$ cat src/rtl/polyline_sequencer.sv
// Vertex buffer plus segment sequencer: stores up to DEPTH points, then walks them pairwise,
// starting the line-drawing engine once per segment and optionally closing the loop.
module polyline_sequencer #(
    parameter int DEPTH = 8,
    parameter int AW    = 3
) (
    input  logic          clock,
    input  logic          resetN,
    input  logic          pt_valid,
    input  logic [8:0]    pt_x,
    input  logic [7:0]    pt_y,
    output logic          pt_ready,
    input  logic          draw_go,
    input  logic          close_loop,
    output logic          lda_go,
    output logic [8:0]    lda_x0,
    output logic [8:0]    lda_x1,
    output logic [7:0]    lda_y0,
    output logic [7:0]    lda_y1,
    input  logic          lda_done,
    output logic          busy,
    output logic          done,
    output logic          err,
    output logic [AW:0]   count,
    output logic [2:0]    dbg_state
);

    typedef enum logic [2:0] {
        S_IDLE  = 3'd0,
        S_ISSUE = 3'd1,
        S_WAIT  = 3'd2,
        S_NEXT  = 3'd3,
        S_FIN   = 3'd4
    } state_t;

    state_t        state_q;
    logic [AW:0]   count_q;
    logic [AW:0]   seg_q;
    logic          close_q;
    logic          closing_q;
    logic          lda_go_q;
    logic          done_q;
    logic          err_q;
    logic [8:0]    x0_q, x1_q;
    logic [7:0]    y0_q, y1_q;

    logic [8:0]    bx_q [DEPTH];
    logic [7:0]    by_q [DEPTH];

    logic          accept;
    logic [AW:0]   count_d;
    logic [AW:0]   seg_plus;
    logic          more_segs;
    logic [AW-1:0] wr_idx;
    logic [AW-1:0] seg_idx;
    logic [AW-1:0] nxt_idx;
    logic [AW-1:0] last_idx;
    logic [8:0]    x1_start;
    logic [7:0]    y1_start;

    // Handshake: a vertex transfers on any clock edge where pt_valid and pt_ready are both high.
    assign pt_ready  = (state_q == S_IDLE) && (count_q < (AW+1)'(DEPTH));
    assign accept    = pt_valid && pt_ready;
    assign count_d   = count_q + {{AW{1'b0}}, accept};
    assign wr_idx    = count_q[AW-1:0];
    assign seg_plus  = seg_q + (AW+1)'(1);
    assign more_segs = seg_plus < count_q;
    assign seg_idx   = seg_q[AW-1:0];
    assign nxt_idx   = seg_plus[AW-1:0];
    assign last_idx  = AW'(count_q - (AW+1)'(1));

    // A vertex landing in the same cycle as draw_go can only be vertex 1 of the first segment.
    assign x1_start  = (accept && count_q == (AW+1)'(1)) ? pt_x : bx_q[1];
    assign y1_start  = (accept && count_q == (AW+1)'(1)) ? pt_y : by_q[1];

    always_ff @(posedge clock) begin
        if (accept) begin
            bx_q[wr_idx] <= pt_x;
            by_q[wr_idx] <= pt_y;
        end
    end

    always_ff @(posedge clock or negedge resetN) begin
        if (!resetN) begin
            state_q   <= S_IDLE;
            count_q   <= '0;
            seg_q     <= '0;
            close_q   <= 1'b0;
            closing_q <= 1'b0;
            lda_go_q  <= 1'b0;
            done_q    <= 1'b0;
            err_q     <= 1'b0;
            x0_q      <= '0;
            x1_q      <= '0;
            y0_q      <= '0;
            y1_q      <= '0;
        end else begin
            lda_go_q <= 1'b0;
            done_q   <= 1'b0;
            err_q    <= 1'b0;
            case (state_q)
                S_IDLE: begin
                    count_q <= count_d;
                    if (draw_go) begin
                        if (count_d < (AW+1)'(2)) begin
                            err_q <= 1'b1;
                        end else begin
                            close_q   <= close_loop;
                            closing_q <= 1'b0;
                            seg_q     <= (AW+1)'(1);
                            x0_q      <= bx_q[0];
                            y0_q      <= by_q[0];
                            x1_q      <= x1_start;
                            y1_q      <= y1_start;
                            lda_go_q  <= 1'b1;
                            state_q   <= S_ISSUE;
                        end
                    end
                end
                S_ISSUE: state_q <= S_WAIT;
                S_WAIT: begin
                    if (lda_done) state_q <= S_NEXT;
                end
                S_NEXT: begin
                    if (!closing_q && more_segs) begin
                        seg_q    <= seg_plus;
                        x0_q     <= bx_q[seg_idx];
                        y0_q     <= by_q[seg_idx];
                        x1_q     <= bx_q[nxt_idx];
                        y1_q     <= by_q[nxt_idx];
                        lda_go_q <= 1'b1;
                        state_q  <= S_ISSUE;
                    end else if (!closing_q && close_q && count_q >= (AW+1)'(3)) begin
                        closing_q <= 1'b1;
                        x0_q      <= bx_q[last_idx];
                        y0_q      <= by_q[last_idx];
                        x1_q      <= bx_q[0];
                        y1_q      <= by_q[0];
                        lda_go_q  <= 1'b1;
                        state_q   <= S_ISSUE;
                    end else begin
                        done_q  <= 1'b1;
                        count_q <= '0;
                        state_q <= S_FIN;
                    end
                end
                S_FIN:   state_q <= S_IDLE;
                default: state_q <= S_IDLE;
            endcase
        end
    end

    assign lda_go    = lda_go_q;
    assign lda_x0    = x0_q;
    assign lda_y0    = y0_q;
    assign lda_x1    = x1_q;
    assign lda_y1    = y1_q;
    assign busy      = (state_q != S_IDLE);
    assign done      = done_q;
    assign err       = err_q;
    assign count     = count_q;
    assign dbg_state = state_q;

endmodule

$ cat config.mk
export PLATFORM = sky130hd
export DESIGN_NAME = polyline_sequencer
export DESIGN_NICKNAME = d
export VERILOG_FILES = /design/src/rtl/polyline_sequencer.sv
export SDC_FILE = /design/constraint.sdc
export NUM_CORES = 1
export LEC_CHECK = 0
export BUFFER_PORTS_ARGS = -buffer_cell sky130_fd_sc_hd__buf_2
export CELL_PAD_IN_SITES_DETAIL_PLACEMENT = 0
export CELL_PAD_IN_SITES_GLOBAL_PLACEMENT = 1
export CORE_UTILIZATION = 56
export CTS_CLUSTER_SIZE = 24
export DETAILED_ROUTE_END_ITERATION = 12
export GPL_TIMING_DRIVEN = 0
export PLACE_DENSITY_LB_ADDON = 0.1
export SYNTH_ARGS = -nofsm -noshare
export SYNTH_HDL_FRONTEND = slang
export SYNTH_SLANG_ARGS = --single-unit
$ cat constraint.sdc
create_clock -name clock -period 7.5 [get_ports clock]
set_input_delay 0 -clock clock [delete_from_list [all_inputs] [get_ports clock]]
set_output_delay 0 -clock clock [all_outputs]
set_load 0.02 [all_outputs]
# Yosys cells after proc, flatten, opt, wreduce, memory -nomap -nowiden
# Memory sizes are Yosys's and may differ from the RTL's.
# Cells that the tools add are included.
# totals
latchBits	0
reg_bits	50
memories	2
rom_bits	0
output_inout_bits	46
mem_bits_rw	136
inputBits	23
wordCells	103
# classes
shifts	0
eq_ne	12
addsub	3
n_mux	53
div	0
reduce_logical	16
n_bitwise	1
n_mul	0
magnitude_cmp	4
# mem_list
name	depth	word_bits	read_ports	rd_clocked_by_memory_dff	wr	line_no	rtl
bx_q	8	9	5	0	1	47	logic [8:0] bx_q [DEPTH];
by_q	8	8	5	0	1	48	logic [7:0] by_q [DEPTH];
# op_table
op	n
9-bit two-way mux	9
8-bit two-way mux	9
9-bit one-hot mux with 2 select lines	2
8-bit one-hot mux with 2 select lines	2
4-bit two-way mux	5
1-bit two-way mux	16
4-bit one-hot mux with 2 select lines	2
3-bit two-way mux	5
2-bit inequality test (second input constant)	7
3-bit one-hot mux with 4 select lines	1
3-bit AND reduction	3
4-bit AND reduction	2
3-bit by 2-bit == test with 1-bit output (second input constant)	2
1-bit logical AND	6
5-bit AND reduction	1
4-bit by 1-bit adder with 4-bit output	1
4-bit by 1-bit adder with 4-bit output (second input constant)	1
4-bit by 1-bit == test with 1-bit output (second input constant)	1
4-bit by 2-bit >= comparator with 1-bit output (second input constant)	1
4-bit by 2-bit less-than comparator with 1-bit output (second input constant)	1
4-bit less-than comparator	1
4-bit less-than comparator (second input constant)	1
1-bit one-hot mux with 2 select lines	2
3-bit by 1-bit == test with 1-bit output (second input constant)	1
other kinds (7)	7

# Depth between registers and ports, before layout
# depth
word_depth	8
depth_mapped	13
depth_no_buf	10

# Worst setup path after synthesis
# No wires, ideal clock.
# synth_timing
kind	reg-to-reg
startpoint	reg seg_q[0]
endpoint	reg y0_q[0] (netlist: lda_y0[0])
path_stages_with_launch	13
path_buffers	4
synth_period_minus_slack_ns	3.277
setup_ns	0.125
t_required_ns	7.375
arrival_time_ns	3.153
slack_ns	4.223
cell_sequence	dfrtp_1 -> buf_6 -> buf_2 -> buf_2 -> nand3_1 -> xnor2_1 -> ha_1 -> or4_4 -> o32ai_4 -> nor2_1 -> o21bai_4 -> buf_4 -> mux2_2
# synth_between
elab_chain_cells	5
word_cells_on_any_way	8
cone_classes	add/sub (1); order compare (1); eq/ne (1); mux (2); reduce/logical (2); memory (1)
# synth_rtl
element	line_no	rtl
start: declaration	38	logic [AW:0] seg_q;
start signal: assignment	110	seg_q <= (AW+1)'(1);
start signal: assignment	126	seg_q <= seg_plus;
4-bit by 1-bit adder with 4-bit output	66	assign seg_plus = seg_q + (AW+1)'(1);
4-bit less-than comparator	67	assign more_segs = seg_plus < count_q;
1-bit logical AND	125	if (!closing_q && more_segs) begin
3-bit inequality test (no line) / 8-bit two-way mux (equally long branches)	--	
4-bit AND reduction (no line) / 8-bit one-hot mux with 2 select lines (equally long branches)	--	
end signal: assignment	112	y0_q <= by_q[0];
end signal: assignment	128	y0_q <= by_q[seg_idx];
end signal: assignment	136	y0_q <= by_q[last_idx];
end: declaration	45	logic [7:0] y0_q, y1_q;
# Several ways; a longest one is shown, not always the timed one.
# A chain may end at the register's enable or synchronous reset.

# Worst setup path after layout
# layout_timing
startpoint	reg seg_q[0]
endpoint	reg x0_q[7] (netlist: lda_x0[7])
# layout_between
elab_chain_cells	5
word_cells_on_any_way	8
cone_classes	add/sub (1); order compare (1); eq/ne (1); mux (2); reduce/logical (2); memory (1)
# layout_rtl
element	line_no	rtl
4-bit by 1-bit adder with 4-bit output	66	
4-bit less-than comparator	67	
1-bit logical AND	125	
3-bit inequality test (no line) / 9-bit two-way mux (equally long branches)	--	
4-bit AND reduction (no line) / 9-bit one-hot mux with 2 select lines (equally long branches)	--	
end signal: assignment	111	x0_q <= bx_q[0];
end signal: assignment	127	x0_q <= bx_q[seg_idx];
end signal: assignment	135	x0_q <= bx_q[last_idx];
end: declaration	44	logic [8:0] x0_q, x1_q;
# Several ways; a longest one is shown, not always the timed one.

==> results by group <==
Placed design
  – DP HPWL: 20.5 mm
  – DP Area: 11000 um2
  – Routability congestion estimate: 0.919
  – Input/output buffers: 68

Logic synthesis
  – Post-synthesis adder-cell area fraction: 1.11%
  – Seq cells post-synth: 186
  – Synth Area in Compound Gates: 10.0%
  – Count of cell types in the netlist: 47
  – EDFF count, synth: 136
  – Syn_area_per_cell: 14.9 um2
  – Synth Area in Simple Gates: 3.46%
  – Syn_nets: 713
  – XOR/XNOR Fraction of Synth Area: 0.345%
  – Top FF cell, synth: edfxtp_1
  – Largest family of logic cells by synthesized area: multiplexers
  – Mapped Area: 10200 um2
  – Post-synthesis mux area share: 29.4%
  – Yosys warnings: 0
  – Asr flop ratio synth: 26.9%
  – Proportion of synthesized chip area in sequential cells: 52.6%
  – Synthesized instance count: 681

Pwr
  – Total power: 0.00550 W
  – P_leak: 4.39 nW
  – Pwr dens: 467 nW/um2
  – Max VDD drop: 349 uV

Global route
  – Global-route wire length before repair: 44.7 mm
  – Vias in the first global route: 7369
  – Largest net degree at the start of global routing: 51
  – GR Util All Layers: 34.7%
  – Initial antenna violation count: 0
  – GRT overflow: 0

Floorplanning
  – Core area: 17500 um2
  – Initial Util: 58.1%
  – I/O Pins: 69
  – Die area: 18700 um2
  – Num rows: 48
  – Die Ht: 137 um
  – Die width: 137 um

Timing
  – Slew HR: 24.9%
  – RSZ-0062 raised after global routing: no
  – Worst-margin pin slew: 1130 ps
  – Final Hold Viols: 0
  – Period utilization: 62.1%
  – Max Transition Viols Final: 0
  – Setup violators final: 0
  – Fmax: 0.215 GHz
  – Clk_skew: 8.06 ps
  – Fin crit period: 4650 ps
  – Setup TNS: 0 ps

Critical path
  – CP Data Arrival Time: 4980 ps
  – Worst Reg-to-Reg Cells: 11
  – Worst endpoint required time: 7830 ps
  – Setup crit start: seg_q[0]$_DFFE_PN0P_
  – CP Max Fanout: 10
  – WP buf/inv: 3
  – R2R Path Start: seg_q[0]$_DFFE_PN0P_
  – CP max stage cell: xor2_1
  – Critical Path End: lda_x0[7]$_DFFE_PN0P_
  – Crit path depth: 11
  – Flop-to-flop setup slack: 2850 ps
  – Crit path max-delay family: buffers and inverters
  – Crit start category: register
  – Critical path class: reg2reg
  – CP Cell Sequence: ha_1 -> xor2_1 -> clkbuf_1 -> buf_2 -> ha_1 -> o21a_1 -> o32ai_4 -> nand2_1 -> clkbuf_1 -> o21ai_0 -> mux2_2
  – Crit end category: register
  – Max stage delay on crit path: 700 ps
  – R2r endpoint: lda_x0[7]$_DFFE_PN0P_

Job
  – Max_cap viols: 0

Route
  – DR pass1 iterations: 7
  – Post-route ant nets: 0
  – DRC: 0
  – Wire per inst: 30.1 um
  – Starting DRT DRC Count: 799
  – Vias per cell: 7.13
  – Via count: 7389
  – Final WL: 31.2 mm

Outcome
  – Status: finished, final reports clean

Clock network
  – Post-CTS Setup Bufs: 0
  – Root buf cell: clkbuf_16
  – Worst-path clk slew: 70 ps
  – Htree depth: 4
  – Clock Tree Buf Depth: 2
  – Clk_lat worst skew: 440 ps
  – Total CTS buffers: 17
  – Clk sinks: 186
  – CTS tree: done

Cells and area
  – Finished layout cell area: 11800 um2
  – Antenna Cells: 0
  – Nets: 831
  – Layout Area Growth over Synthesis: 15.8%
  – Share of cells above drive strength 1: 31.5%
  – Fillers: 1230

Worst hold path
  – Hold path startpoint: pt_valid
  – Worst hold path type: in2reg
## worst reg2reg max path, stage by stage, from the launching register on
cell and delay, ps:
dfrtp_1 400, ha_1 250, xor2_1 700, clkbuf_1 620, buf_2 440, ha_1 240, o21a_1 190, o32ai_4 110
nand2_1 400, clkbuf_1 640, o21ai_0 240, mux2_2 310
## how the worst min path moves through the flow
stage	slack, ps	endpoint	cells past startpoint
floorplan	-300	close_q$_DFFE_PN0P_	0
global placement	230	close_q$_DFFE_PN0P_	2
detailed placement	240	close_q$_DFFE_PN0P_	2
CTS	130	count[0]$_DFFE_PN0P_	5
global route	170	count[0]$_DFFE_PN0P_	5
finish	130	count[0]$_DFFE_PN0P_	5
## sequential cells by signal (all words and copies together), names as in the netlist, 3 cells and up
name       flops
seg_q          4
count          4
bx_q          72
lda_y0         8
by_q          64
lda_y1         8
dbg_state      3
lda_x0         9
lda_x1         9
## routing by layer
| metal | vias up | wire length (um) | global-route usage (%) | share of wire (%) |
|---|---|---|---|---|
| li1 | 3009 | - | - | - |
| met1 | 3726 | 11500 | 42.8 | 37 |
| met2 | 524 | 15000 | 55.7 | 48 |
| met3 | 130 | 3150 | 9.26 | 10 |
| met4 | 0 | 1600 | 18.9 | 5.1 |
| met5 | - | 0 | 0 | 0 |
## repair_timing
action / 4_1_cts / 5_1_grt
hold endpoints to repair: 190 / 0
hold buffers: 21 / 0
gates resized for setup: 0 / 0
## through the flow
stage | utilization (%) | std cells | hold slack, ps | setup slack, ps
final | 67.3 | 1037 | 130 | 2850
after global routing | 67.3 | 1037 | 167 | 2840
after global placement | 61.6 | 974 | 234 | 2840
after detailed placement | 62.7 | 984 | 236 | 2970
after CTS | 67.3 | 1037 | 127 | 2950
after floorplan | - | 681 | -296 | 4220
## synthesized netlist by cell type (all sizes together) (18+ instances only)
library cell | count | area [um2]
edfxtp | 136 | 4080
mux2i | 102 | 1020
mux4 | 68 | 1530
dfrtp | 50 | 1250
o21ai | 38 | 190
mux2 | 35 | 428
a22oi | 34 | 255
buf | 33 | 208
clkbuf | 23 | 86.3
nor2 | 21 | 81.3
o22ai | 19 | 119
a32oi | 18 | 158
## layout make-up
class	instances	area [um2]	area share, %
plain buffers	56	294	2.50
inverters	7	26.3	0.223
clock inverters	14	156	1.33
flip-flops and latches	186	5340	45.4
well taps	225	282	2.39
clock buffers	18	429	3.65
multi-input cells	432	4520	38.4
repair buffers	99	717	6.10
## cell usage in the layout (no fill, tap or decap), types with 5 or more instances in the layout
| cell | count |
|---|---|
| a211oi_1 | 17 |
| a21oi_1 | 5 |
| a22oi_1 | 34 |
| a32oi_1 | 18 |
| buf_2 | 89 |
| buf_4 | 6 |
| buf_6 | 8 |
| buf_8 | 5 |
| clkbuf_1 | 24 |
| clkbuf_16 | 17 |
| dfrtp_1 | 50 |
| dlygate4sd3_1 | 21 |
| edfxtp_1 | 136 |
| ha_1 | 9 |
| inv_1 | 7 |
| mux2_2 | 22 |
| mux2_4 | 9 |
| mux2i_1 | 102 |
| mux4_2 | 68 |
| nand2_1 | 17 |
| nor2_1 | 14 |
| nor2_2 | 7 |
| nor2b_1 | 17 |
| o21ai_0 | 35 |
| o22ai_1 | 19 |
## power by group
part	total, W	switching, W	internal [W]
Sequential	0.00142	0.000128	0.00130
Combinational	0.00317	0.00192	0.00125
Clock	0.000900	0.000426	0.000474
Total	0.00550	0.00247	0.00302
## logic make-up (layout without fill, tap and decap cells)
logic type / after synthesis / in the layout
AOI/OAI and AO/OA: 145 / 145
muxes: 205 / 205
buffers and inverters: 63 / 194
DFF: 186 / 186
xor gates and xnor gates: 4 / 4
and+or+nand+nor: 69 / 69
adders and majority gates: 9 / 9
No activity file was read; power rests on OpenSTA's default activity.
